==> src/rtl/ccff_pkg.sv <==
// Shared state encoding and CRC-8 constants for the ccff chain loader.
package ccff_pkg;

    typedef enum logic [2:0] {
        IDLE,
        FETCH,
        SHIFT,
        VERIFY,
        DONE
    } state_t;

    localparam logic [7:0] CRC8_POLY = 8'h07;
    localparam logic [7:0] CRC8_INIT = 8'h00;

    // One MSB-first step of CRC-8 over a single serial bit.
    function automatic logic [7:0] crc8_step(input logic [7:0] crc, input logic bit_in);
        logic fb;
        fb = crc[7] ^ bit_in;
        return {crc[6:0], 1'b0} ^ (fb ? CRC8_POLY : 8'h00);
    endfunction

endpackage

==> src/rtl/ccff_crc8.sv <==
// Serial bit-in CRC-8 with synchronous clear and enable; crc_next is the value after
// this cycle's update, so the final bit can be compared on the same edge it is absorbed.
module ccff_crc8
    import ccff_pkg::*;
(
    input  logic       prog_clk,
    input  logic       prog_reset,
    input  logic       clear,
    input  logic       enable,
    input  logic       bit_in,
    output logic [7:0] crc_next
);

    logic [7:0] crc_q;

    always_comb begin
        crc_next = crc_q;
        if (clear) begin
            crc_next = CRC8_INIT;
        end else if (enable) begin
            crc_next = crc8_step(crc_q, bit_in);
        end
    end

    always_ff @(posedge prog_clk or posedge prog_reset) begin
        if (prog_reset) begin
            crc_q <= CRC8_INIT;
        end else begin
            crc_q <= crc_next;
        end
    end

endmodule

==> src/rtl/ccff_chain_loader.sv <==
// Serialises host words MSB first into a tile's ccff chain, gating prog_clk via ccff_shift_en.
// Define CCFF_CHAIN_LOADER_VERIFY_EN to add a recirculating CRC-8 readback pass after the load.
module ccff_chain_loader
    import ccff_pkg::*;
#(
    parameter int CHAIN_LEN = 24,
    parameter int DATA_W    = 8
) (
    input  logic              prog_clk,
    input  logic              prog_reset,
    input  logic              start,
    input  logic [DATA_W-1:0] in_data,
    input  logic              in_valid,
    output logic              in_ready,
    output logic              ccff_head,
    output logic              ccff_shift_en,
    input  logic              ccff_tail,
    output logic              busy,
    output logic              done,
    output logic              verify_err
);

    localparam int BL_W = $clog2(CHAIN_LEN + 1);
    localparam int BY_W = $clog2(DATA_W + 1);
    localparam logic [BL_W-1:0] CHAIN_LEN_C = BL_W'(CHAIN_LEN);
    localparam logic [BL_W-1:0] BL_ONE      = BL_W'(1);
    localparam logic [BY_W-1:0] DATA_W_C    = BY_W'(DATA_W);
    localparam logic [BY_W-1:0] BY_ONE      = BY_W'(1);

    state_t            state;
    logic [BL_W-1:0]   bits_left;
    logic [BY_W-1:0]   byte_left;
    logic [BY_W-1:0]   first_len;
    logic [DATA_W-1:0] sreg;
    logic [DATA_W-1:0] sreg_shl;
    logic              head_q;

    assign sreg_shl = sreg << 1;

    // The final word may carry more bits than the chain still needs; its low bits are dropped.
    always_comb begin
        first_len = DATA_W_C;
        if (int'(bits_left) < DATA_W) begin
            first_len = BY_W'(bits_left);
        end
    end

    always_ff @(posedge prog_clk or posedge prog_reset) begin
        if (prog_reset) begin
            state         <= IDLE;
            bits_left     <= '0;
            byte_left     <= '0;
            sreg          <= '0;
            head_q        <= 1'b0;
            in_ready      <= 1'b0;
            ccff_shift_en <= 1'b0;
            busy          <= 1'b0;
            done          <= 1'b0;
        end else begin
            done <= 1'b0;
            case (state)
                IDLE: begin
                    if (start) begin
                        state     <= FETCH;
                        bits_left <= CHAIN_LEN_C;
                        in_ready  <= 1'b1;
                        busy      <= 1'b1;
                    end
                end
                FETCH: begin
                    if (in_valid) begin
                        state         <= SHIFT;
                        sreg          <= in_data;
                        head_q        <= in_data[DATA_W-1];
                        byte_left     <= first_len;
                        in_ready      <= 1'b0;
                        ccff_shift_en <= 1'b1;
                    end
                end
                SHIFT: begin
                    sreg      <= sreg_shl;
                    head_q    <= sreg_shl[DATA_W-1];
                    bits_left <= bits_left - BL_ONE;
                    byte_left <= byte_left - BY_ONE;
                    if (byte_left == BY_ONE) begin
                        if (bits_left == BL_ONE) begin
`ifdef CCFF_CHAIN_LOADER_VERIFY_EN
                            state     <= VERIFY;
                            bits_left <= CHAIN_LEN_C;
`else
                            state         <= DONE;
                            done          <= 1'b1;
                            ccff_shift_en <= 1'b0;
`endif
                        end else begin
                            state         <= FETCH;
                            in_ready      <= 1'b1;
                            ccff_shift_en <= 1'b0;
                        end
                    end
                end
                VERIFY: begin
`ifdef CCFF_CHAIN_LOADER_VERIFY_EN
                    bits_left <= bits_left - BL_ONE;
                    if (bits_left == BL_ONE) begin
                        state         <= DONE;
                        done          <= 1'b1;
                        ccff_shift_en <= 1'b0;
                    end
`else
                    state <= IDLE;
`endif
                end
                DONE: begin
                    state <= IDLE;
                    busy  <= 1'b0;
                end
                default: begin
                    state <= IDLE;
                end
            endcase
        end
    end

`ifdef CCFF_CHAIN_LOADER_VERIFY_EN
    logic [7:0] sent_crc_next;
    logic [7:0] tail_crc_next;
    logic       crc_clear;

    assign crc_clear = (state == IDLE) && start;

    ccff_crc8 u_sent_crc (
        .prog_clk   (prog_clk),
        .prog_reset (prog_reset),
        .clear      (crc_clear),
        .enable     (state == SHIFT),
        .bit_in     (head_q),
        .crc_next   (sent_crc_next)
    );

    ccff_crc8 u_tail_crc (
        .prog_clk   (prog_clk),
        .prog_reset (prog_reset),
        .clear      (crc_clear),
        .enable     (state == VERIFY),
        .bit_in     (ccff_tail),
        .crc_next   (tail_crc_next)
    );

    // Recirculating tail into head for exactly CHAIN_LEN shifts leaves the chain as loaded.
    assign ccff_head = (state == VERIFY) ? ccff_tail : head_q;

    always_ff @(posedge prog_clk or posedge prog_reset) begin
        if (prog_reset) begin
            verify_err <= 1'b0;
        end else if (state == IDLE && start) begin
            verify_err <= 1'b0;
        end else if (state == VERIFY && bits_left == BL_ONE && sent_crc_next != tail_crc_next) begin
            verify_err <= 1'b1;
        end
    end
`else
    logic unused_tail;

    assign unused_tail = ccff_tail;
    assign ccff_head   = head_q;
    assign verify_err  = 1'b0;
`endif

endmodule

==> config.mk <==
export PLATFORM = sky130hd
export DESIGN_NAME = ccff_chain_loader
export DESIGN_NICKNAME = d
export VERILOG_FILES = /design/src/rtl/ccff_pkg.sv /design/src/rtl/ccff_crc8.sv /design/src/rtl/ccff_chain_loader.sv
export SDC_FILE = /design/constraint.sdc
export NUM_CORES = 1
export LEC_CHECK = 0
export ABC_AREA = 1
export CAP_MARGIN = 10
export CORE_MARGIN = 3
export CORE_UTILIZATION = 52
export DETAILED_ROUTE_END_ITERATION = 10
export PLACE_DENSITY = 0.75
export SLEW_MARGIN = 20
export SYNTH_ARGS = -nofsm -noshare
export SYNTH_HDL_FRONTEND = slang
export SYNTH_HIERARCHICAL = 1
export SYNTH_SLANG_ARGS = --single-unit
export TNS_END_PERCENT = 5
==> constraint.sdc <==
create_clock -name prog_clk -period 1.42 [get_ports prog_clk]
set_input_delay 0.213 -clock prog_clk [delete_from_list [all_inputs] [get_ports prog_clk]]
set_output_delay 0.213 -clock prog_clk [all_outputs]
set_load 0.03 [all_outputs]
Word-level counts from Yosys, hierarchy flattened
Cells that the tools add are included.
{"block": "op_classes", "n_lt_le_gt_ge": 1, "eq_ne": 9, "n_reduce_logical": 11, "n_addsub": 2, "n_mux": 26}
{"operator": "$pmux 7 s2", "n": 1}
{"operator": "$mux 3", "n": 4}
{"operator": "$mux 1", "n": 10}
{"operator": "$pmux 5 s2", "n": 1}
{"operator": "$pmux 3 s3", "n": 1}
{"operator": "$mux 4", "n": 2}
{"operator": "$ne 2x2->1 const B", "n": 4}
{"operator": "$pmux 4 s2", "n": 1}
{"operator": "$mux 7", "n": 1}
{"operator": "$pmux 1 s2", "n": 3}
{"operator": "$reduce_and 2->1", "n": 3}
{"operator": "$reduce_and 3->1", "n": 2}
{"operator": "$reduce_bool 2->1", "n": 3}
{"operator": "$eq 5x1->1 const B", "n": 1}
{"operator": "$lt 5x4->1 const B", "n": 1}
{"operator": "$mux 5", "n": 1}
{"operator": "$reduce_and 5->1", "n": 1}
{"operator": "$sub 5x1->5 const B", "n": 1}
{"operator": "$eq 4x1->1 const B", "n": 1}
{"operator": "$sub 4x1->4 const B", "n": 1}
{"operator": "$eq 3x1->1 const B", "n": 1}
{"operator": "$eq 3x2->1 const B", "n": 1}
{"operator": "$eq 3x3->1 const B", "n": 1}
{"operator": "$logic_not 3->1", "n": 1}
{"operator": "2 further kinds", "n": 2}
{"block": "word_totals", "inputBits": 13, "ff_bits": 24, "word_cells": 58}

Logic depth before layout (Yosys ltp)
Gate-level depths: netlist of the first run.
{"block": "depth", "ltp_word": 4, "depth_mapped": 9, "depth_no_buf": 9}

Worst setup path before layout of the first run
OpenSTA, ideal clock, no wires.
{"block": "synth_path", "kind": "register to register", "startpoint": "register state[2]", "endpoint": "register ccff_shift_en", "setup_slack_ns": 0.233, "path_buffers": 1, "required_time_ns": 1.300, "setup_time_ns": 0.120, "stages_incl_launch_ff": 6, "arrival_ns": 1.067, "path_cell_list": "dfrtp_1 > nor2_2 > nand2_2 > buf_2 > o21ai_0 > inv_1"}
{"block": "synth_via", "elab_chain_cells": 3, "word_cells_on_any_way": 7, "classes_between": "eq/ne (4); mux (1); reduce/logical (2)"}
{"element": "start, declared", "line_no": "ccff_chain_loader.sv:30", "source": "state_t state;"}
{"element": "start signal, assigned", "line_no": "ccff_chain_loader.sv:50", "source": "state <= IDLE;"}
{"element": "start signal, assigned", "line_no": "ccff_chain_loader.sv:64", "source": "state <= FETCH;"}
{"element": "start signal, assigned", "line_no": "ccff_chain_loader.sv:72", "source": "state <= SHIFT;"}
{"element": "$eq 3x2->1 / $eq 3x1->1 (equally long branches)", "line_no": "ccff_chain_loader.sv:61", "source": "case (state)"}
{"element": "$ne 2x2->1 (no line) / $reduce_bool 2->1 (equally long branches)"}
{"element": "$reduce_and 3->1 (no line)"}
{"element": "end signal, assigned", "line_no": "ccff_chain_loader.sv:56", "source": "ccff_shift_en <= 1'b0;"}
{"element": "end signal, assigned", "line_no": "ccff_chain_loader.sv:77", "source": "ccff_shift_en <= 1'b1;"}
{"element": "end signal, assigned", "line_no": "ccff_chain_loader.sv:93", "source": "ccff_shift_en <= 1'b0;"}
{"element": "end, declared", "line_no": "ccff_chain_loader.sv:16", "source": "output logic ccff_shift_en,"}
Parallel ways exist; a longest one is shown, timed or not.
A chain may end at the register's enable or synchronous reset.

Final worst setup path of the first run
{"block": "layout_path", "startpoint": "register state[0]", "endpoint": "register bits_left[4]"}
{"block": "layout_via", "elab_chain_cells": 3, "word_cells_on_any_way": 6, "classes_between": "eq/ne (2); mux (1); reduce/logical (3)"}
{"element": "$eq 3x2->1 / $logic_not 3->1 (equally long branches)", "line_no": "ccff_chain_loader.sv:61"}
{"element": "$reduce_bool 2->1 (no line) / $ne 2x2->1 (equally long branches)"}
{"element": "$reduce_and 2->1 (no line)"}
{"element": "end signal, assigned", "line_no": "ccff_chain_loader.sv:83", "source": "bits_left <= bits_left - BL_ONE;"}
{"element": "end, declared", "line_no": "ccff_chain_loader.sv:31", "source": "logic [BL_W-1:0] bits_left;"}
Parallel ways exist; a longest one is shown, timed or not.

==> impl_metrics.env, run 1 <==
export IMPL_avgSynthCellArea_um2=8.29
export IMPL_ys_ff_latch=24
export IMPL_ff2ff_setup_slack_ps=100
export IMPL_cts_buffer_depth=2
export IMPL_cts_sinks=24
export IMPL_async_flop_share_pct=100
export IMPL_p_comb_share_pct=48.3
export IMPL_first_pass_iters=4
export IMPL_drcViolationCount=0
export IMPL_n_antenna_cell=0
export IMPL_area_delta_synth_final_pct=19.7
export IMPL_placed_area_um2=1420
export IMPL_crit_path_start_kind="register"
export IMPL_fp_dieW_um=54.4
export IMPL_p_int_w=0.00164
export IMPL_viasPerCell=5.39
export IMPL_ys_warn_count=6
export IMPL_core_area_um2=2080
export IMPL_cp_max_fo=5
export IMPL_seq_area_um2=601
export IMPL_htree_levels=1
export IMPL_hold_viol=0
export IMPL_multi_input_area_um2=514
export IMPL_drv_slew=0
export IMPL_dieHeight_um=54.4
export IMPL_p_clk_share_pct=12.6
export IMPL_io_buffers=16
export IMPL_synth_main_ff_cell="dfrtp_1"
export IMPL_netlist_instances=147
export IMPL_finClkSkew_ps=3.90
export IMPL_hold_buffers=0
export IMPL_seq_power_share_pct=39.2
export IMPL_regToRegEndpoint="bits_left[4]$_DFFE_PP0P_"
export IMPL_yosys_top_cells_area="dfrtp_1 49%, nor2_1 7.1%, nand2_1 6.8%"
export IMPL_io_pins=19
export IMPL_root_buffer="clkbuf_4"
export IMPL_grt_max_degree=25
export IMPL_drt_initial_drc_count=12
export IMPL_instances_no_fill=196
export IMPL_leakagePower_nw=0.708
export IMPL_worstPathRequired_ps=1640
export IMPL_grt_first_pass_wirelength_um=4170
export IMPL_fillers=178
export IMPL_wl_per_cell_um=12.7
export IMPL_status="complete, no violations"
export IMPL_dieArea_um2=2960
export IMPL_syn_num_nets=164
export IMPL_drtAntennaViolNets=0
export IMPL_critical_path_class="reg -> reg"
export IMPL_synth_top_area_share_pct=49.3
export IMPL_cts_buffers=3
export IMPL_grt_use_total_pct=19.6
export IMPL_yosysMostFrequentCell="dfrtp_1"
export IMPL_fin_crit_sh_pct=92.8
export IMPL_dp_hpwl_um=1820
export IMPL_synth_top_area_cell="dfrtp_1"
export IMPL_synthTopCellsByCount="24 x dfrtp_1, 23 x nor2_1, 22 x nand2_1, 20 x inv_1, 10 x nand3_1"
export IMPL_setup_tns_ps=0
export IMPL_ys_types=25
export IMPL_rows=16
export IMPL_fin_nets=187
export IMPL_switching_share_pct=43.7
export IMPL_overflow=0
export IMPL_timing_final_ws_setup_ps=102
export IMPL_layout_drive_gt1_share_pct=11.2
export IMPL_cts_tree="yes"
export IMPL_fmax_mhz=759
export IMPL_reg2reg_depth=7
export IMPL_gp_congestion=0.796
export IMPL_cap_viol_max_count=0
export IMPL_start_util_pct=58.5
export IMPL_first_global_vias=989
export IMPL_seq_area_frac_synth_pct=49.3
export IMPL_worstPathArrival_ps=1540
export IMPL_final_core_util_pct=70.1
export IMPL_finish_instance_area_um2=1460
export IMPL_ir_worst_vdd_mv=1.21
export IMPL_clock_latency_ps=320
export IMPL_power_switching_w=0.00127
export IMPL_drt_total_wl_um=2500
export IMPL_endpoint_kind="register"
export IMPL_clk_pin_slew_ps=130
export IMPL_period_needed_ps=1320
export IMPL_rsz0062_at_grt="yes"
export IMPL_worstReg2RegStart="state[0]$_DFFE_PP0P_"
export IMPL_synth_edf_count=0
export IMPL_synthesis_area_um2=1220
export IMPL_hold_path_class="in -> async"
export IMPL_placed_cells=191
export IMPL_power_density_nw_per_um2=1990
export IMPL_antenna_found_initial=0
export IMPL_pre_cts_ws_ps=47.5
export IMPL_vias=1056
export IMPL_setup_viol=0
==> cell usage in the layout (no fill, tap or decap), types with 2 or more instances in the layout <==
master           netlist  routed
dlygate4sd2_1          0       5
nand2_2                2       2
o21ai_0                9       9
inv_2                  0       3
nor2_1                23      23
a21oi_1                3       3
buf_4                  1       6
inv_1                 20      17
o21ai_1                5       5
clkbuf_4               0       3
nand3b_1               2       2
nor2_2                 2       2
ha_1                   4       4
clkdlybuf4s50_1        0      11
nand2_1               22      22
o22ai_1                8       8
dfrtp_1               24      24
nand3_1               10      10
==> registers in the layout, summed over array words and instances, names as in the netlist <==
register       flops
sreg               7
bits_left          5
byte_left          4
state              3
busy               1
ccff_head          1
ccff_shift_en      1
done               1
in_ready           1
==> power groups by stage <==
stage | Clock [W] | Sequential [W] | Combinational, W
2_1_floorplan | 0 | 0.00119 | 0.000978
3_3_place_gp | 0 | 0.00113 | 0.00134
3_5_place_dp | 0 | 0.00115 | 0.00140
4_1_cts | 0.000378 | 0.00113 | 0.00139
5_1_grt | 0.000403 | 0.00117 | 0.00159
6_report | 0.000365 | 0.00114 | 0.00140
==> critical path: stages (launching register included) <==
cell and delay [ps]:
dfrtp_1 460, inv_1 90, nand2_1 110, nor2_4 60, nor2_2 170, inv_1 100
o21ai_0 180, inv_1 50
==> layer usage <==
metal | global-route usage, % | up-vias | wire [um]
met1 | 24.9 | 513 | 1090
met3 | 2.45 | 4 | 117
met4 | 7.47 | 0 | 29
li1 | - | 518 | -
met2 | 33.7 | 21 | 1260
met5 | 0 | - | 0
==> kinds of logic (layout without fill, tap and decap cells) <==
group / count (synthesis) / in the layout / synth area share [%]
other: 1 / 1 / 0.308
AND/OR/NAND/NOR: 64 / 64 / 23.5
XOR/XNOR: 1 / 1 / 0.719
adder cells (fa/ha/maj): 4 / 4 / 4.11
AO/OA/AOI/OAI: 29 / 29 / 13.6
buffers and inverters: 24 / 46 / 8.52
flip-flops: 24 / 24 / 49.3
==> cell type report <==
| cell class | count | share of cell area [%] |
|---|---|---|
| sequential | 24 | 41.2 |
| inverter | 20 | 5.15 |
| multi-input combinational | 99 | 35.2 |
| tap | 27 | 2.32 |
| clock buffer | 4 | 2.49 |
| timing repair buffer | 22 | 13.6 |
==> per-stage QoR <==
step                hold slack (ps)  power, W
floorplan                       228   0.00217
global placement                493   0.00247
detailed placement              502   0.00254
CTS                             244   0.00289
global route                    255   0.00316
finish                          240   0.00290
==> worst max-delay path by stage <==
stage	from	to	slack, ps
3_5_place_dp	in_valid	byte_left[2]$_DFFE_PP0P_	50
2_1_floorplan	state[2]$_DFFE_PP0P_	ccff_shift_en$_DFFE_PP0P_	230
3_3_place_gp	in_valid	byte_left[2]$_DFFE_PP0P_	70
6_report	state[0]$_DFFE_PP0P_	bits_left[4]$_DFFE_PP0P_	100
5_1_grt	state[1]$_DFFE_PP0P_	byte_left[2]$_DFFE_PP0P_	-10
4_1_cts	state[0]$_DFFE_PP0P_	in_ready$_DFFE_PP0P_	60
==> timing repair <==
action / in CTS / in global routing
buffers inserted: 0 / 1
endpoints found under the setup margin: 5 / 6
pin swaps: 0 / 1
resized for setup: 5 / 3
Power figures use the tool's default switching activity.
==> run 2, diff against run 1 <==
SLEW_MARGIN = not set   (was 20)
==> results of run 2 <==
The final DEF is identical to that of run 1; final timing and power are the same.
==> run 3, diff against run 2 <==
CORE_UTILIZATION = 59   (was 52)
CTS_BUF_LIST = sky130_fd_sc_hd__clkbuf_2 sky130_fd_sc_hd__clkbuf_4 sky130_fd_sc_hd__clkbuf_8   (was not set)
PLACE_DENSITY = 0.83   (was 0.75)
TNS_END_PERCENT = 100   (was 5)
clock period = 1.65 ns   (was 1.42 ns; I/O delays follow)
==> run 3 against run 2 <==
Net effect: worst setup slack worse by 58 ps; count of clock-buffer cells in the layout shrank 1; sequential power down 14%; flip-flop and latch count did not move; final area is 0.51% higher.
==> impl_metrics.env, run 3 (synthesis results as in run 1) <==
export IMPL_multi_input_area_um2=514
export IMPL_wl_met1_um=1080
export IMPL_met3_length_um=134
export IMPL_hold_buffers=0
export IMPL_layout_common_cells="24 x dfrtp_1, 23 x nor2_1, 22 x nand2_1"
export IMPL_cpLargestDelayFamily="buffers and inverters"
export IMPL_cts_sinks=24
export IMPL_fmax_mhz=623
export IMPL_cp_max_fo=2
export IMPL_dieArea_um2=2650
export IMPL_fillers=138
export IMPL_status="complete, no violations"
export IMPL_regToRegEndpoint="byte_left[2]$_DFFE_PP0P_"
export IMPL_core_area_um2=1840
export IMPL_wl_per_cell_um=13.5
export IMPL_io_pins=19
export IMPL_critical_path_class="reg -> out"
export IMPL_cp_slowest_stage_delay_ps=670
export IMPL_gp_congestion=0.825
export IMPL_finClkSkew_ps=7.81
export IMPL_viasPerCell=5.49
export IMPL_start_util_pct=66.3
export IMPL_cts_resized=0
export IMPL_worstPathArrival_ps=1360
export IMPL_reg2reg_depth=5
export IMPL_area_delta_synth_final_pct=20.3
export IMPL_setup_tns_ps=0
export IMPL_grt_max_degree=25
export IMPL_leakagePower_nw=0.741
export IMPL_first_pass_iters=4
export IMPL_worstPathRequired_ps=1400
export IMPL_clk_pin_slew_ps=140
export IMPL_cts_buffers=3
export IMPL_rsz0062_at_grt="no"
export IMPL_top_register="sreg"
export IMPL_ir_worst_vdd_mv=1.12
export IMPL_drtAntennaViolNets=0
export IMPL_topRoutingLayerUsed="met4"
export IMPL_period_needed_ps=1610
export IMPL_cts_buffer_depth=2
export IMPL_cts_tree="yes"
export IMPL_crit_chain="clkdlybuf4s50_1"
export IMPL_ff2ff_setup_slack_ps=200
export IMPL_endpoint_kind="output pin"
export IMPL_drt_initial_drc_count=14
export IMPL_fin_crit_sh_pct=97.3
export IMPL_root_buffer="clkbuf_4"
export IMPL_clock_latency_ps=330
export IMPL_postCtsSetupBuffers=0
export IMPL_drt_total_wl_um=2570
export IMPL_largest_register_ffs=7
export IMPL_hold_path_class="in -> async"
export IMPL_grt_first_pass_wirelength_um=4240
export IMPL_drv_slew=0
export IMPL_overflow=0
export IMPL_dieHeight_um=51.5
export IMPL_setup_viol=0
export IMPL_met2_length_um=1300
export IMPL_io_buffers=16
export IMPL_biggestRegsByFlops="sreg: 7 flops, bits_left: 5 flops, byte_left: 4 flops"
export IMPL_n_antenna_cell=0
export IMPL_htree_levels=1
export IMPL_seq_area_um2=601
export IMPL_drcViolationCount=0
export IMPL_final_common_cell="dfrtp_1"
export IMPL_worstReg2RegStart="state[2]$_DFFE_PP0P_"
export IMPL_first_global_vias=1032
export IMPL_critPathBufInv=1
export IMPL_power_density_nw_per_um2=1780
export IMPL_crit_path_start_kind="register"
export IMPL_layout_drive_gt1_share_pct=7.83
export IMPL_fin_nets=184
export IMPL_dp_hpwl_um=1830
export IMPL_hold_viol=0
export IMPL_rows=15
export IMPL_vias=1049
export IMPL_crit_path_top_delay_cell="clkdlybuf4s50_1"
export IMPL_cap_viol_max_count=0
export IMPL_fp_dieW_um=51.5
export IMPL_grt_use_total_pct=21.3
export IMPL_fin_hold_ws_ps=238
export IMPL_antenna_found_initial=0
## run 3: changes by cell type in the layout (fill, tap and decap cells not counted)
cell,previous run,this run
clkdlybuf4s50_1,11,12
clkbuf_8,1,0
dlymetal6s2s_1,0,4
inv_2,3,0
inv_1,17,20
dlygate4sd2_1,5,0
buf_4,6,3
bufinv_16,0,1
## run 3: cell type report
type / count / share of cell area (%)
clock buffers: 3 / 1.54
well taps: 25 / 2.13
flip-flops and latches: 24 / 41.0
clock inverters: 1 / 2.05
inverters: 20 / 5.12
repair buffers: 19 / 13.1
multi-input cells: 99 / 35.1
## run 3: power by group
part | switching (W) | leakage (nW) | internal (W) | total, W
clock network | 0.000187 | 0.0279 | 0.000246 | 0.000433
registers | 0.000156 | 0.283 | 0.000823 | 0.000979
logic | 0.000751 | 0.430 | 0.000442 | 0.00119
## run 3: worst register-to-register path, delay by kind of cell (launching register included)
kind	cells	cell delay (ps)
and+or+nand+nor	3	690
DFF	1	470
AOI/OAI and AO/OA	2	220
## run 3: worst max path at each step
stage	start	to	slack (ps)	cells past startpoint
after floorplan	state[2]$_DFFE_PP0P_	ccff_shift_en$_DFFE_PP0P_	460	5
after global placement	in_valid	byte_left[2]$_DFFE_PP0P_	280	5
after detailed placement	state[2]$_DFFE_PP0P_	byte_left[2]$_DFFE_PP0P_	260	5
after CTS	ccff_shift_en$_DFFE_PP0P_	ccff_shift_en	10	1
after global routing	busy$_DFFE_PP0P_	busy	20	1
final	busy$_DFFE_PP0P_	busy	40	1
## run 3: per-stage QoR
| step | util (%) | worst slack, ps | std cells | cell area, um^2 | power (W) |
|---|---|---|---|---|---|
| floorplan | - | 463 | 147 | 1220 | 0.00187 |
| global placement | 76.3 | 279 | 187 | 1400 | 0.00210 |
| detailed placement | 76.3 | 259 | 187 | 1400 | 0.00217 |
| CTS | 79.2 | 14.8 | 191 | 1460 | 0.00259 |
| global route | 79.7 | 23.6 | 191 | 1470 | 0.00283 |
| finish | 79.7 | 44.1 | 191 | 1470 | 0.00260 |
## run 3: routing by layer
layer	global-route usage, %	vias up
li1	-	512
met1	25.4	489
met2	36.9	41
met3	4.37	7
met4	9.17	0
met5	0	-
